==> config.mk <==
export PLATFORM = sky130hd
export DESIGN_NAME = uart_rx_param
export DESIGN_NICKNAME = d
export VERILOG_FILES = /design/src/rtl/uart_rx_param.sv
export SDC_FILE = /design/constraint.sdc
export NUM_CORES = 1
export LEC_CHECK = 0
export ABC_AREA = 1
export CAP_MARGIN = 10
export CORE_UTILIZATION = 25
export DETAILED_ROUTE_END_ITERATION = 10
export SYNTH_ARGS = -nofsm -noshare
export SYNTH_HDL_FRONTEND = slang
export SYNTH_SLANG_ARGS = --single-unit
==> constraint.sdc <==
create_clock -name clk -period 2 [get_ports clk]
set_clock_uncertainty 0.05 [all_clocks]
set_input_delay 0.4 -clock clk [delete_from_list [all_inputs] [get_ports clk]]
set_output_delay 0.4 -clock clk [all_outputs]
set_load 0.005 [all_outputs]
==> src/rtl/uart_rx_param.sv <==
// Parametrised UART receiver: 2-flop input synchroniser, 3-sample majority
// vote per bit, optional parity, 1 or 2 checked stop bits, and a valid/ready
// holding register with overrun detection.
module uart_rx_param #(
  parameter int CLK_FREQ  = 50000000,
  parameter int BAUD_RATE = 9600,
  parameter int DATA_BITS = 8,
  parameter int PARITY    = 0,
  parameter int STOP_BITS = 1
) (
  input  logic                 clk,
  input  logic                 rst_n,
  input  logic                 RX_In,
  input  logic                 rx_ready,
  output logic [DATA_BITS-1:0] rx_data,
  output logic                 rx_valid,
  output logic                 rx_parity_err,
  output logic                 rx_frame_err,
  output logic                 rx_overrun,
  output logic                 rx_busy
);

  localparam int CLKS_PER_BIT = CLK_FREQ / BAUD_RATE;
  localparam int MID          = CLKS_PER_BIT / 2;
  localparam int CW           = $clog2(CLKS_PER_BIT + 1);
  localparam int IW           = $clog2(DATA_BITS + 1);

  localparam logic [CW-1:0] T_START    = CW'(MID - 1);
  localparam logic [CW-1:0] T_BIT      = CW'(CLKS_PER_BIT - 1);
  localparam logic [IW-1:0] LAST_DATA  = IW'(DATA_BITS - 1);
  localparam logic [IW-1:0] LAST_STOP  = IW'(STOP_BITS - 1);
  localparam logic          PAR_TARGET = (PARITY == 1);

  if (CLKS_PER_BIT < 8 || DATA_BITS < 5 || DATA_BITS > 9 ||
      PARITY < 0 || PARITY > 2 || STOP_BITS < 1 || STOP_BITS > 2) begin : g_bad_cfg
    $error("uart_rx_param: illegal parameter combination");
  end

  typedef enum logic [2:0] {
    S_IDLE,
    S_START,
    S_DATA,
    S_PARITY,
    S_STOP
  } state_t;

  state_t               state_q, state_d;
  logic [CW-1:0]        cnt_q, cnt_d;
  logic [IW-1:0]        idx_q, idx_d;
  logic [DATA_BITS-1:0] shreg_q, shreg_d;
  logic                 perr_q, perr_d;
  logic                 ferr_q, ferr_d;
  logic                 done;
  logic                 done_ferr;

  logic                 sync1, rx_s;
  logic [1:0]           hist;
  logic                 vote;
  logic                 load;

  // Synchronise the asynchronous line and keep the two previous samples for the vote
  always_ff @(posedge clk or negedge rst_n) begin
    if (!rst_n) begin
      sync1 <= 1'b1;
      rx_s  <= 1'b1;
      hist  <= '1;
    end else begin
      sync1 <= RX_In;
      rx_s  <= sync1;
      hist  <= {hist[0], rx_s};
    end
  end

  // Majority of the samples taken at T-2, T-1 and T (the current cycle)
  assign vote = (hist[1] & hist[0]) | (hist[1] & rx_s) | (hist[0] & rx_s);

  // Frame state and datapath registers
  always_ff @(posedge clk or negedge rst_n) begin
    if (!rst_n) begin
      state_q <= S_IDLE;
      cnt_q   <= '0;
      idx_q   <= '0;
      shreg_q <= '0;
      perr_q  <= 1'b0;
      ferr_q  <= 1'b0;
    end else begin
      state_q <= state_d;
      cnt_q   <= cnt_d;
      idx_q   <= idx_d;
      shreg_q <= shreg_d;
      perr_q  <= perr_d;
      ferr_q  <= ferr_d;
    end
  end

  // Next-state logic: bit timing, sampling, parity and stop checking
  always_comb begin
    state_d   = state_q;
    cnt_d     = cnt_q;
    idx_d     = idx_q;
    shreg_d   = shreg_q;
    perr_d    = perr_q;
    ferr_d    = ferr_q;
    done      = 1'b0;
    done_ferr = ferr_q;
    case (state_q)
      S_IDLE: begin
        cnt_d = '0;
        idx_d = '0;
        if (!rx_s) state_d = S_START;
      end
      S_START: begin
        if (cnt_q == T_START) begin
          cnt_d   = '0;
          idx_d   = '0;
          perr_d  = 1'b0;
          ferr_d  = 1'b0;
          state_d = vote ? S_IDLE : S_DATA;
        end else begin
          cnt_d = cnt_q + CW'(1);
        end
      end
      S_DATA: begin
        if (cnt_q == T_BIT) begin
          cnt_d = '0;
          // LSB arrives first: shifting in at the top leaves it at bit 0
          shreg_d = {vote, shreg_q[DATA_BITS-1:1]};
          if (idx_q == LAST_DATA) begin
            idx_d   = '0;
            state_d = (PARITY != 0) ? S_PARITY : S_STOP;
          end else begin
            idx_d = idx_q + IW'(1);
          end
        end else begin
          cnt_d = cnt_q + CW'(1);
        end
      end
      S_PARITY: begin
        if (cnt_q == T_BIT) begin
          cnt_d   = '0;
          idx_d   = '0;
          perr_d  = (((^shreg_q) ^ vote) != PAR_TARGET);
          state_d = S_STOP;
        end else begin
          cnt_d = cnt_q + CW'(1);
        end
      end
      S_STOP: begin
        if (cnt_q == T_BIT) begin
          cnt_d = '0;
          if (!vote) ferr_d = 1'b1;
          if (idx_q == LAST_STOP) begin
            // Finish at the middle of the last stop bit so a following start
            // edge is not missed
            done      = 1'b1;
            done_ferr = ferr_q | ~vote;
            idx_d     = '0;
            state_d   = S_IDLE;
          end else begin
            idx_d = idx_q + IW'(1);
          end
        end else begin
          cnt_d = cnt_q + CW'(1);
        end
      end
      default: begin
        state_d = S_IDLE;
        cnt_d   = '0;
        idx_d   = '0;
      end
    endcase
  end

  assign load = done && (!rx_valid || rx_ready);

  // Output holding register with valid/ready handshake and overrun pulse
  always_ff @(posedge clk or negedge rst_n) begin
    if (!rst_n) begin
      rx_data       <= '0;
      rx_valid      <= 1'b0;
      rx_parity_err <= 1'b0;
      rx_frame_err  <= 1'b0;
      rx_overrun    <= 1'b0;
    end else begin
      rx_overrun <= done && !load;
      if (load) begin
        rx_data       <= shreg_q;
        rx_parity_err <= perr_q;
        rx_frame_err  <= done_ferr;
        rx_valid      <= 1'b1;
      end else if (rx_valid && rx_ready) begin
        rx_valid      <= 1'b0;
        rx_parity_err <= 1'b0;
        rx_frame_err  <= 1'b0;
      end
    end
  end

  assign rx_busy = (state_q != S_IDLE);

endmodule
### Yosys cells after proc, flatten, opt, wreduce, memory -nomap -nowiden

Cells that the tools add are included.

| storage, ports and cells | value |
|---|---|
| bits in registers | 46 |
| bits of input ports | 4 |
| logic and storage cells | 93 |

| cells by class | value |
|---|---|
| add/subtract/negate cells | 2 |
| equal/unequal tests | 15 |
| mux-type cells | 35 |
| bitwise logic cells | 8 |
| reduce and logical (&&, ||, !) cells | 19 |

Operators with widths:

| operator | number |
|---|---|
| $mux W13 | 2 |
| $pmux W13 S2 | 1 |
| $mux W4 | 6 |
| $mux W3 | 7 |
| $ne A2 B2 Y1 const B | 8 |
| $pmux W4 S4 | 1 |
| $pmux W3 S5 | 1 |
| $mux W1 | 14 |
| $add A13 B1 Y13 const B | 1 |
| $eq A13 B12 Y1 const B | 1 |
| $eq A13 B13 Y1 const B | 1 |
| $reduce_and A4 Y1 | 2 |
| $reduce_xor A8 Y1 | 1 |
| $reduce_and A7 Y1 | 1 |
| $eq A3 B2 Y1 const B | 2 |
| $reduce_bool A2 Y1 | 3 |
| $add A4 B1 Y4 const B | 1 |
| $eq A4 B3 Y1 const B | 1 |
| $logic_not A4 Y1 | 1 |
| $pmux W1 S2 | 2 |
| $and A1 B1 Y1 | 3 |
| $eq A3 B1 Y1 const B | 1 |
| $eq A3 B3 Y1 const B | 1 |
| $logic_and A1 B1 Y1 | 3 |
| 11 further kinds | 14 |

### Depth between registers and ports, before layout

| logic depth | value |
|---|---|
| depth after elaboration | 9 |
| depth in mapped cells | 11 |
| gate-level depth less buffers | 11 |

### Worst setup path before layout

OpenSTA, ideal clock, no wires.

| path | value |
|---|---|
| path type | flip-flop to flip-flop |
| start point | reg cnt_q[0] |
| end point | reg cnt_q[11] |
| setup time | 0.118 ns |
| arrival | 1.380 ns |
| slack | 0.452 ns |
| stages on the path, launching flop included | 12 |
| buffers on the path | 1 |
| path through | dfrtp_1 -> ha_1 -> nand2_1 -> inv_2 -> nand3_1 -> nor2_2 -> nand2_2 -> nand2_2 -> nand2_4 -> inv_4 -> buf_6 -> nor2_1 |

| between the ends | value |
|---|---|
| longest elaborated chain between the ends | 3 |

Ends and longest elaborated chain:

| what | RTL line | source |
|---|---|---|
| start: declaration | 48 | `logic [CW-1:0] cnt_q, cnt_d;` |
| start signal: assignment | 88 | `cnt_q <= cnt_d;` |
| $add A13 B1 Y13, or another cell as far along | n/a |  |
| $mux W13 (on tied branches) | n/a |  |
| $pmux W13 S2 * | 106 | `case (state_q)` |
| via cnt_d[11] | 48 |  |

The timed path passes the listed nets; every way through them passes the cells marked *.
A chain may end at the register's enable or synchronous reset.

### Worst setup path in the final report

| path | value |
|---|---|
| start point | reg state_q[2] |
| end point | out rx_busy |

| between the ends | value |
|---|---|
| longest elaborated chain between the ends | 1 |

Ends and longest elaborated chain:

| what | RTL line | source |
|---|---|---|
| start: declaration | 47 | `state_t state_q, state_d;` |
| start signal: assignment | 87 | `state_q <= state_d;` |
| $reduce_bool A3 Y1 | 199 | `assign rx_busy = (state_q != S_IDLE);` |
| end: declaration | 20 | `output logic rx_busy` |

No other way between the ends.

==> results.json <==
{
  "depth_of_the_cts_h_tree": 2,
  "route.detailed.vias_per_inst": 4.27,
  "synth_enable_flop_cells": 0,
  "hold_violations": 0,
  "internal_power_mw": 1.23,
  "worstHoldStart": "sync1",
  "grt_pass1_vias": 1908,
  "timing.critical_path.fanout_max": 3,
  "tightestPinTransition_ps": 435,
  "setup_repair_after_global_routing_missed_its_margin": "false",
  "layout_common_cells": "sky130_fd_sc_hd__nand2_1 (89), sky130_fd_sc_hd__dfrtp_1 (42), sky130_fd_sc_hd__inv_1 (33)",
  "cts-buffers-inserted": 5,
  "placementRows": 35,
  "synth_ff_type": "sky130_fd_sc_hd__dfrtp_1",
  "io_pins": 17,
  "multi_input_area_mm2": 0.00112,
  "dr.first_iter.drc_count": 111,
  "setup-tns-final_ps": 0,
  "final_antenna_net_count": 0,
  "initial_core_util_pct": 26.3,
  "timing.final.crit_period_ps": 1890,
  "synth.lib_cells_used.distinct": 30,
  "pwr-share-clk_pct": 37.5,
  "post-route-period-util_pct": 94.4,
  "detailroute.via_count": 1942,
  "worst_ir_drop_vdd_v": 0.000297,
  "global_route_wire_length_before_repair_mm": 8.60,
  "netSwitchingPower_mw": 0.333,
  "reg2reg_depth": 8,
  "die_w_um": 101,
  "slew_headroom_pct": 71.0,
  "final.hold.worst_slack_ps": 308,
  "cts_max_path_buffers": 2,
  "drc": 0,
  "netSwitchingFraction_pct": 21.3,
  "place_ws_ps": 255,
  "power.share.combinational_pct": 2.3,
  "coreArea_mm2": 0.00937,
  "setup_crit_end_kind": "primary output",
  "ys_ff_latch": 46,
  "seq_area_mm2": 0.00116,
  "insertedDiodeCount": 0,
  "grt_start_max_net_pins": 30,
  "power_density_mw_per_mm2": 542,
  "clock_latency_late_sink_ps": 290,
  "first_pass_detailed_route_iteration_total": 4,
  "post-route-worst-setup-slack_ps": 112,
  "final_net_count": 332,
  "route.final.wire_length_mm": 4.86,
  "setup.worst_path.start": "state_q[2]",
  "area.growth.synth_to_final_pct": 16.7,
  "holdCritPathClass": "flip-flop to flip-flop",
  "endpoint_required_time_on_the_critical_path_ps": 1550,
  "gpl.final_weighted_congestion": 0.814,
  "pwr-share-seq_pct": 60.2,
  "final_layout_fill_cell_count": 1004,
  "post_cts_resized": 0,
  "grt_use_total_pct": 10.5,
  "fmax_achieved_mhz": 530,
  "cts-root-buf": "sky130_fd_sc_hd__clkbuf_8",
  "tritoncts": "done",
  "grt_antenna_before_repair": 0,
  "setup.worst_path.class": "flip-flop to primary output",
  "yosysSeqAreaShare_pct": 46.9,
  "buffer_ports.inserted": 16,
  "slew_violations": 0,
  "fp.dieArea_mm2": 0.0103,
  "report.final.setup_viol": 0,
  "timing.critical_path.from_type": "flip-flop",
  "reg2reg_from": "cnt_q[7]",
  "run_status": "completed",
  "cap_viol_max_count": 0,
  "syn_area_mm2": 0.00246,
  "clk_transition_reported_paths_ps": 80,
  "commonest_non_fill_non_tap_cell_in_the_layout": "sky130_fd_sc_hd__nand2_1",
  "post_synth.cell_area_avg_um2": 8.16,
  "synth_warnings": 0,
  "synth_fp_nets": 309,
  "critical_path_arrival_ps": 1440,
  "hold-path-cell-count": 0,
  "post-dp-hpwl_mm": 3.71,
  "die_h_um": 101,
  "postSynthCellCount": 302,
  "share_of_post_route_cells_with_drive_strength_above_1_pct": 17.2,
  "static-leakage-power_nw": 1.32,
  "wire_length_per_cell_after_detailed_routing_um": 10.7,
  "overflow": 0,
  "async_reset_ff_share_pct": 100,
  "clkSinkCount": 46
}
per-stage QoR:
| step | std cells | total power [mW] | utilization, % | cell area, um2 |
|---|---|---|---|---|
| floorplan | 302 | 0.962 | - | 2460 |
| global placement | 445 | 0.993 | 29.5 | 2770 |
| detailed placement | 445 | 0.994 | 29.5 | 2770 |
| CTS | 454 | 1.59 | 30.6 | 2870 |
| global route | 455 | 1.63 | 30.7 | 2880 |
| finish | 455 | 1.56 | 30.7 | 2880 |
power by group through the flow:
stage                     clock [mW]  combinational (mW)  sequential [mW]
after CTS                      0.617              0.0386            0.939
final                          0.585              0.0358            0.939
after detailed placement           0              0.0367            0.957
after floorplan                    0             0.00531            0.956
after global routing           0.646              0.0419            0.939
after global placement             0              0.0369            0.957
state kept, by name (all words and copies together) (netlist names), 2 cells and up:
register  cells
idx_q         4
cnt_q        13
hist          2
rx_data       8
shreg_q       8
state_q       3
final timing paths:
check,to,slack [ps]
setup / recovery,rx_busy,110
hold / removal,rx_s,310
setup reg to reg,rx_data[5],290
hold reg to reg,rx_s,310
max in group asynchronous,cnt_q[5],860
min in group asynchronous,rx_data[5],540
timing repair:
action	4_1_cts	5_1_grt
hold buffers	1	0
setup endpoints to repair	0	1
setup buffers	0	1
hold endpoints to repair	13	0
layer usage:
metal | up-vias | routed length, um | GRT usage (%)
li1 | 1005 | - | -
met1 | 904 | 2310 | 13.0
met2 | 25 | 2350 | 18.1
met3 | 8 | 137 | 2.48
met4 | 0 | 64 | 3.68
met5 | - | 0 | 0
critical path: stages (launching register included):
cell and delay [ps]:
sky130_fd_sc_hd__dfrtp_1 410, sky130_fd_sc_hd__inv_2 110, sky130_fd_sc_hd__nand3_1 140, sky130_fd_sc_hd__clkdlybuf4s50_1 490
area by class of cell:
class,instances,area share (%)
Sequential cell,46,40.2
Multi-Input combinational cell,212,38.9
Timing Repair Buffer,19,6.70
Tap cell,129,5.61
Inverter,41,5.44
Clock buffer,7,3.00
Clock inverter,1,0.174
synth_stat cells (3+ instances only):
master | number | area [um2]
sky130_fd_sc_hd__ha_1 | 3 | 37.5
sky130_fd_sc_hd__nor3_2 | 4 | 40.0
sky130_fd_sc_hd__nand4_1 | 5 | 31.3
sky130_fd_sc_hd__buf_6 | 3 | 33.8
sky130_fd_sc_hd__dfstp_2 | 4 | 105
sky130_fd_sc_hd__nor3_1 | 9 | 45.0
sky130_fd_sc_hd__nand2_2 | 6 | 37.5
sky130_fd_sc_hd__xor2_1 | 6 | 52.6
sky130_fd_sc_hd__inv_2 | 7 | 26.3
sky130_fd_sc_hd__o21ai_0 | 10 | 50.1
sky130_fd_sc_hd__dfrtp_1 | 42 | 1050
sky130_fd_sc_hd__o21ai_2 | 16 | 140
sky130_fd_sc_hd__nand3_1 | 18 | 90.1
sky130_fd_sc_hd__inv_1 | 33 | 124
sky130_fd_sc_hd__nor2_1 | 29 | 109
sky130_fd_sc_hd__nand2_1 | 89 | 334
kinds of logic after synthesis:
group,Yosys count,synth area share [%]
buf+inv,44,7.72
simple gates,167,31.4
flops,46,46.9
xor+xnor,6,2.13
compound gates,36,10.3
fa+ha+maj,3,1.52
No activity file was read; power rests on OpenSTA's default activity.
